`config.mk`:
```
export PLATFORM = sky130hd
export DESIGN_NAME = laser_tracker
export DESIGN_NICKNAME = d
export VERILOG_FILES = /design/src/rtl/laser_tracker.sv
export SDC_FILE = /design/constraint.sdc
export NUM_CORES = 1
export LEC_CHECK = 0
export ABC_CLOCK_PERIOD_IN_PS = 7100
export CORE_MARGIN = 2
export CORE_UTILIZATION = 35
export DETAILED_ROUTE_END_ITERATION = 8
export PLACE_DENSITY_LB_ADDON = 0.3
export SYNTH_ARGS = -nofsm -noshare
export SYNTH_HDL_FRONTEND = slang
export SYNTH_SLANG_ARGS = --single-unit
export TNS_END_PERCENT = 5
```
`constraint.sdc`:
```
create_clock -name CLK -period 7.1 [get_ports CLK]
set_input_delay 1.065 -clock CLK [delete_from_list [all_inputs] [get_ports CLK]]
set_output_delay 1.065 -clock CLK [all_outputs]
set_load 0.005 [all_outputs]
```
`src/rtl/laser_tracker.sv`:
```
// Per-frame laser-spot locator: scores pixels by red dominance, then reports
// either the peak pixel or the centroid of qualifying pixels at end of frame.
module laser_tracker #(
  parameter int COLOR_W    = 10,
  parameter int COORD_W    = 11,
  parameter int H_ACTIVE   = 640,
  parameter int V_ACTIVE   = 480,
  parameter int H_TOTAL    = 800,
  parameter int V_TOTAL    = 525,
  parameter int MIN_PIXELS = 4,
  localparam int CNT_W     = $clog2(H_ACTIVE*V_ACTIVE+1),
  localparam int SUM_W     = COORD_W + CNT_W
) (
  input  logic               CLK,
  input  logic               Reset,
  input  logic [COLOR_W-1:0] Rin,
  input  logic [COLOR_W-1:0] Gin,
  input  logic [COLOR_W-1:0] Bin,
  input  logic [COORD_W-1:0] X,
  input  logic [COORD_W-1:0] Y,
  input  logic [COLOR_W-1:0] r_min,
  input  logic [COLOR_W-1:0] dom_min,
  input  logic               mode,
  output logic [COORD_W-1:0] Xlaser,
  output logic [COORD_W-1:0] Ylaser,
  output logic               laser_valid,
  output logic               frame_done,
  output logic [CNT_W-1:0]   pix_count
);

  localparam int DC_W = $clog2(COORD_W);
  localparam logic [COORD_W-1:0] H_ACT_C = COORD_W'(H_ACTIVE);
  localparam logic [COORD_W-1:0] V_ACT_C = COORD_W'(V_ACTIVE);
  localparam logic [COORD_W-1:0] H_TOT_C = COORD_W'(H_TOTAL);
  localparam logic [COORD_W-1:0] V_TOT_C = COORD_W'(V_TOTAL);
  localparam logic [CNT_W-1:0]   MIN_C   = CNT_W'(MIN_PIXELS);

  typedef enum logic [1:0] {
    ST_ACCUM = 2'd0,
    ST_DIV   = 2'd1,
    ST_DONE  = 2'd2
  } state_t;

  state_t state_r, state_s;

  logic [COLOR_W-1:0] gb_max_s;
  logic [COLOR_W:0]   score_s;
  logic               active_s, qual_s, eof_s, take_eof_s, peak_upd_s;

  logic [CNT_W-1:0]   count_r, cnt_w_r;
  logic [SUM_W-1:0]   sum_x_r, sum_y_r, rem_x_r, rem_y_r, dvs_r;
  logic [COLOR_W-1:0] peak_score_r;
  logic [COORD_W-1:0] peak_x_r, peak_y_r, peak_x_w_r, peak_y_w_r;
  logic [COORD_W-1:0] q_x_r, q_y_r;
  logic [DC_W-1:0]    div_cnt_r;
  logic               mode_r, mode_w_r;
  logic               ge_x_s, ge_y_s;

  logic [COORD_W-1:0] xlaser_r, ylaser_r;
  logic [CNT_W-1:0]   pix_count_r;
  logic               laser_valid_r, frame_done_r;

  // Pixel scoring: score keeps a sign bit so red-deficient pixels never qualify
  always_comb begin
    gb_max_s   = (Gin > Bin) ? Gin : Bin;
    score_s    = {1'b0, Rin} - {1'b0, gb_max_s};
    active_s   = (X < H_ACT_C) && (Y < V_ACT_C);
    qual_s     = active_s && (Rin >= r_min) && !score_s[COLOR_W]
                 && (score_s[COLOR_W-1:0] >= dom_min);
    peak_upd_s = qual_s && (score_s[COLOR_W-1:0] > peak_score_r);
    eof_s      = (X == H_TOT_C) && (Y == V_TOT_C);
    take_eof_s = eof_s && (state_r == ST_ACCUM);
    ge_x_s     = (rem_x_r >= dvs_r);
    ge_y_s     = (rem_y_r >= dvs_r);
  end

  // State register
  always_ff @(posedge CLK or negedge Reset) begin
    if (!Reset) state_r <= ST_ACCUM;
    else        state_r <= state_s;
  end

  // Next-state logic
  always_comb begin
    state_s = state_r;
    case (state_r)
      ST_ACCUM: begin
        if (take_eof_s) state_s = ST_DIV;
        else            state_s = ST_ACCUM;
      end
      ST_DIV: begin
        if (div_cnt_r == '0) state_s = ST_DONE;
        else                 state_s = ST_DIV;
      end
      ST_DONE: state_s = ST_ACCUM;
      default: state_s = ST_ACCUM;
    endcase
  end

  // Frame accumulators and peak tracker; cleared when the frame is handed off
  always_ff @(posedge CLK or negedge Reset) begin
    if (!Reset) begin
      count_r      <= '0;
      sum_x_r      <= '0;
      sum_y_r      <= '0;
      peak_score_r <= '0;
      peak_x_r     <= '0;
      peak_y_r     <= '0;
      mode_r       <= 1'b0;
    end else begin
      if ((X == '0) && (Y == '0)) mode_r <= mode;
      if (take_eof_s) begin
        count_r      <= '0;
        sum_x_r      <= '0;
        sum_y_r      <= '0;
        peak_score_r <= '0;
        peak_x_r     <= '0;
        peak_y_r     <= '0;
      end else if (qual_s) begin
        count_r <= count_r + CNT_W'(1);
        sum_x_r <= sum_x_r + SUM_W'(X);
        sum_y_r <= sum_y_r + SUM_W'(Y);
        if (peak_upd_s) begin
          peak_score_r <= score_s[COLOR_W-1:0];
          peak_x_r     <= X;
          peak_y_r     <= Y;
        end
      end
    end
  end

  // Restoring divider: divisor starts aligned to the top quotient bit
  always_ff @(posedge CLK or negedge Reset) begin
    if (!Reset) begin
      cnt_w_r    <= '0;
      rem_x_r    <= '0;
      rem_y_r    <= '0;
      dvs_r      <= '0;
      q_x_r      <= '0;
      q_y_r      <= '0;
      div_cnt_r  <= '0;
      peak_x_w_r <= '0;
      peak_y_w_r <= '0;
      mode_w_r   <= 1'b0;
    end else if (take_eof_s) begin
      cnt_w_r    <= count_r;
      rem_x_r    <= sum_x_r;
      rem_y_r    <= sum_y_r;
      dvs_r      <= SUM_W'(count_r) << (COORD_W-1);
      q_x_r      <= '0;
      q_y_r      <= '0;
      div_cnt_r  <= DC_W'(COORD_W-1);
      peak_x_w_r <= peak_x_r;
      peak_y_w_r <= peak_y_r;
      mode_w_r   <= mode_r;
    end else if (state_r == ST_DIV) begin
      if (ge_x_s) rem_x_r <= rem_x_r - dvs_r;
      if (ge_y_s) rem_y_r <= rem_y_r - dvs_r;
      q_x_r     <= {q_x_r[COORD_W-2:0], ge_x_s};
      q_y_r     <= {q_y_r[COORD_W-2:0], ge_y_s};
      dvs_r     <= dvs_r >> 1;
      div_cnt_r <= div_cnt_r - DC_W'(1);
    end
  end

  // Output registers: refreshed once per frame; undersized frames keep the old position
  always_ff @(posedge CLK or negedge Reset) begin
    if (!Reset) begin
      xlaser_r      <= '0;
      ylaser_r      <= '0;
      laser_valid_r <= 1'b0;
      frame_done_r  <= 1'b0;
      pix_count_r   <= '0;
    end else if (state_r == ST_DONE) begin
      frame_done_r <= 1'b1;
      pix_count_r  <= cnt_w_r;
      if (cnt_w_r >= MIN_C) begin
        laser_valid_r <= 1'b1;
        xlaser_r      <= mode_w_r ? q_x_r : peak_x_w_r;
        ylaser_r      <= mode_w_r ? q_y_r : peak_y_w_r;
      end else begin
        laser_valid_r <= 1'b0;
      end
    end else begin
      frame_done_r <= 1'b0;
    end
  end

  assign Xlaser      = xlaser_r;
  assign Ylaser      = ylaser_r;
  assign laser_valid = laser_valid_r;
  assign frame_done  = frame_done_r;
  assign pix_count   = pix_count_r;

endmodule

```
==> results of run 1 <==
[area by class of cell]
cell class	count	area, sq um
multi-input combinational	1671	10600
fill	5419	32300
clock buffer	52	1040
clock inverter	11	119
tap	704	881
timing repair buffer	161	1560
sequential	314	7860
inverter	135	507
[registers in the layout (all words and copies together) (netlist names), 19 cells and up]
register	flops
dvs_r	29
cnt_w_r	19
sum_x_r	30
rem_y_r	30
pix_count	19
rem_x_r	30
count_r	19
sum_y_r	30
[through the flow]
step           setup slack, ns  power [uW]  hold WS, ns
6_report                 0.541        6190        0.471
5_1_grt                  0.152        6590        0.489
4_1_cts                  0.599        6210        0.473
3_5_place_dp            0.0600        4310        0.458
3_3_place_gp            0.0973        4270        0.451
2_1_floorplan            0.473        3730        0.430
[routing by layer]
metal,vias to the layer above,part of all wire,routed length (microns),GRT usage
li1,8080,-,-,-
met1,8061,0.47,25700,0.264
met2,321,0.47,25500,0.317
met3,73,0.044,2420,0.0312
met4,0,0.020,1080,0.0466
met5,-,0,0,0
[kinds of logic after synthesis]
group	count (synthesis)	synth area share
AOI/OAI and AO/OA	581	0.193
buffers and inverters	238	0.0477
adders and majority gates	137	0.0905
muxes	63	0.0331
xor gates and xnor gates	74	0.0335
and+or+nand+nor	816	0.196
DFF	314	0.406
[worst reg2reg max path, delay by kind of cell (launching register included)]
family	cells	cell delay, ns
AND/OR/NAND/NOR	2	0.53
adder cells (fa/ha/maj)	2	0.64
AO/OA/AOI/OAI	6	2.17
flip-flops	1	0.42
[worst max path at each step]
stage,from,to,slack (ns),depth (start not counted)
global route,Bin[1],peak_y_r[8]$_DFFE_PN0P_,0.15,27
floorplan,Bin[1],peak_score_r[1]$_DFFE_PN0P_,0.47,28
global placement,Bin[1],sum_x_r[13]$_DFFE_PN0P_,0.1,26
finish,Bin[1],sum_y_r[26]$_DFFE_PN0P_,0.54,26
CTS,Bin[1],peak_y_r[8]$_DFFE_PN0P_,0.60,27
detailed placement,Bin[1],peak_y_r[8]$_DFFE_PN0P_,0.06,27
[cell usage after synthesis (39+ instances only)]
| master | number |
|---|---|
| xnor2_1 | 44 |
| nand2_1 | 410 |
| a21oi_1 | 138 |
| nor2_1 | 123 |
| nand4_1 | 39 |
| inv_1 | 135 |
| clkbuf_1 | 77 |
| ha_1 | 132 |
| mux2i_1 | 55 |
| o21ai_0 | 181 |
| dfrtp_1 | 314 |
| a21o_1 | 46 |
| nand3_1 | 66 |
[power groups by stage]
stage | Clock [uW] | Sequential [uW] | Combinational [uW]
after floorplan | 0 | 2120 | 1610
after global placement | 0 | 2180 | 2100
after detailed placement | 0 | 2180 | 2130
after CTS | 1920 | 2150 | 2140
after global routing | 2000 | 2180 | 2420
final | 1870 | 2150 | 2170
==> results.json, run 1 <==
{
  "crit_buf_inv": 3,
  "port_buffers": 117,
  "grt_pass1_vias": 16300,
  "p_int_uw": 4030,
  "placed_area_sq_mm": 0.0214,
  "status": "finished, final reports clean",
  "cp_slowest_cell": "or4_1",
  "rrSetupSlack_ns": 3.22,
  "wirelength_microns": 54700,
  "cts_buffers": 37,
  "antenna_found_initial": 1,
  "endpoint_kind": "flop",
  "synth_seq_area_share": 0.406,
  "async_reset_ff_frac": 1.00,
  "hold_class": "reg -> reg",
  "path_max_fanout": 45,
  "leakage_uw": 0.0105,
  "cts_root_buf": "clkbuf_16",
  "initial_utilization": 0.353,
  "core_sq_mm": 0.0549,
  "post_synth_inst_count": 2223,
  "finalCoreUtilization": 0.411,
  "startpoint_type": "input pin",
  "dp_hpwl_microns": 40500,
  "die_y_microns": 239,
  "worst_hold_path.endpoint": "peak_y_w_r[4]$_DFFE_PN0P_",
  "tightestPinTransition_ns": 1.12,
  "min_period_over_period": 0.924,
  "r2r_end": "rem_x_r[23]$_DFFE_PN0P_",
  "period_minus_slack_ns": 6.56,
  "grt_pass1_wl_microns": 88400,
  "cts.sinks": 314,
  "power.density_mw_per_mm2": 274,
  "drv_cap": 0,
  "clkPwrFrac": 0.303,
  "fin_cells": 3048,
  "power_frac_seq": 0.348,
  "netlist-cell-type-count": 75,
  "yosysTopAreaCell": "dfrtp_1",
  "ys_seq_elements": 314,
  "crit_family": "compound AO/OA/AOI/OAI gates",
  "crit_top_cell": "o21a_1",
  "max_slew_margin": 0.231,
  "final_area_sq_mm": 0.0226,
  "rsz0062_at_grt": "no",
  "power_switching_uw": 2170,
  "swShare": 0.350,
  "synth_top_area_share": 0.406,
  "avgSynthCellArea_sq_um": 8.70,
  "setup_violations": 0,
  "cp.arrival_ns": 7.03,
  "final_common_cell": "nand2_1",
  "synth_edf_count": 0,
  "tns_ns": 0,
  "cts.clk_slew.worst_paths_ns": 0.06,
  "postCtsHoldBufs": 0,
  "slew_violations": 0,
  "drc": 0,
  "ios": 118,
  "cts_tree": "yes",
  "vias": 16500,
  "synthFlopType": "dfrtp_1",
  "dpl.cell_count": 2985,
  "reg2reg_from": "dvs_r[0]$_DFFE_PN0P_",
  "grt_max_degree": 119,
  "overflow": 0,
  "cts_setup_buffers": 0,
  "h-tree-depth": 2,
  "antenna_cells": 0,
  "yosys_warnings": 0,
  "fmax_ghz": 0.152,
  "layout_common_cells": "nand2_1, dfrtp_1, o21ai_0",
  "drtAntennaViolNets": 0,
  "crit_type": "in -> reg",
  "vdd_drop_max_mv": 0.146,
  "avgRoutedWirePerCell_microns": 18.0,
  "critPathMaxStageDelay_ns": 0.52,
  "clock_latency_ns": 0.56,
  "worstRegToRegCells": 10,
  "min-delay-start": "peak_y_r[4]$_DFFE_PN0P_",
  "avgViaCountPerCell": 5.42,
  "crit_required_ns": 7.57,
  "synth_area_sq_mm": 0.0193,
  "drtIter0Drc": 1190,
  "holdPathStages": 2,
  "grt_usage": 0.193,
  "synthToLayoutAreaGrowth_pct": 16.6,
  "fp.dieW_microns": 239,
  "die_area_sq_mm": 0.0572,
  "clock_skew_ns": 0.0213,
  "syn-num-nets": 2435,
  "cts_buffer_depth": 3,
  "synth_area_leaders": "dfrtp_1, ha_1, nand2_1, o21ai_0, a21oi_1",
  "gp_congestion": 0.868,
  "drive_gt1_frac": 0.0640,
  "rows": 86,
  "hold_viol_final": 0,
  "firstDrtPassIters": 5,
  "finalNetCount": 2532,
  "comb_power_share": 0.350,
  "cts_resized": 0
}
Note: power is estimated with default switching activity, not from simulation.
==> inputs of run 2 (changes only) <==
--- a/config.mk
+++ b/config.mk
@@ -6,9 +6,11 @@
 export NUM_CORES = 1
 export LEC_CHECK = 0
 export ABC_CLOCK_PERIOD_IN_PS = 7100
+export CAP_MARGIN = 20
 export CORE_MARGIN = 2
 export CORE_UTILIZATION = 35
 export DETAILED_ROUTE_END_ITERATION = 8
+export HOLD_SLACK_MARGIN = 0.03
 export PLACE_DENSITY_LB_ADDON = 0.3
 export SYNTH_ARGS = -nofsm -noshare
 export SYNTH_HDL_FRONTEND = slang
==> results of run 2 <==
Same layout as run 1: the final DEF is identical, and so are final timing and power.
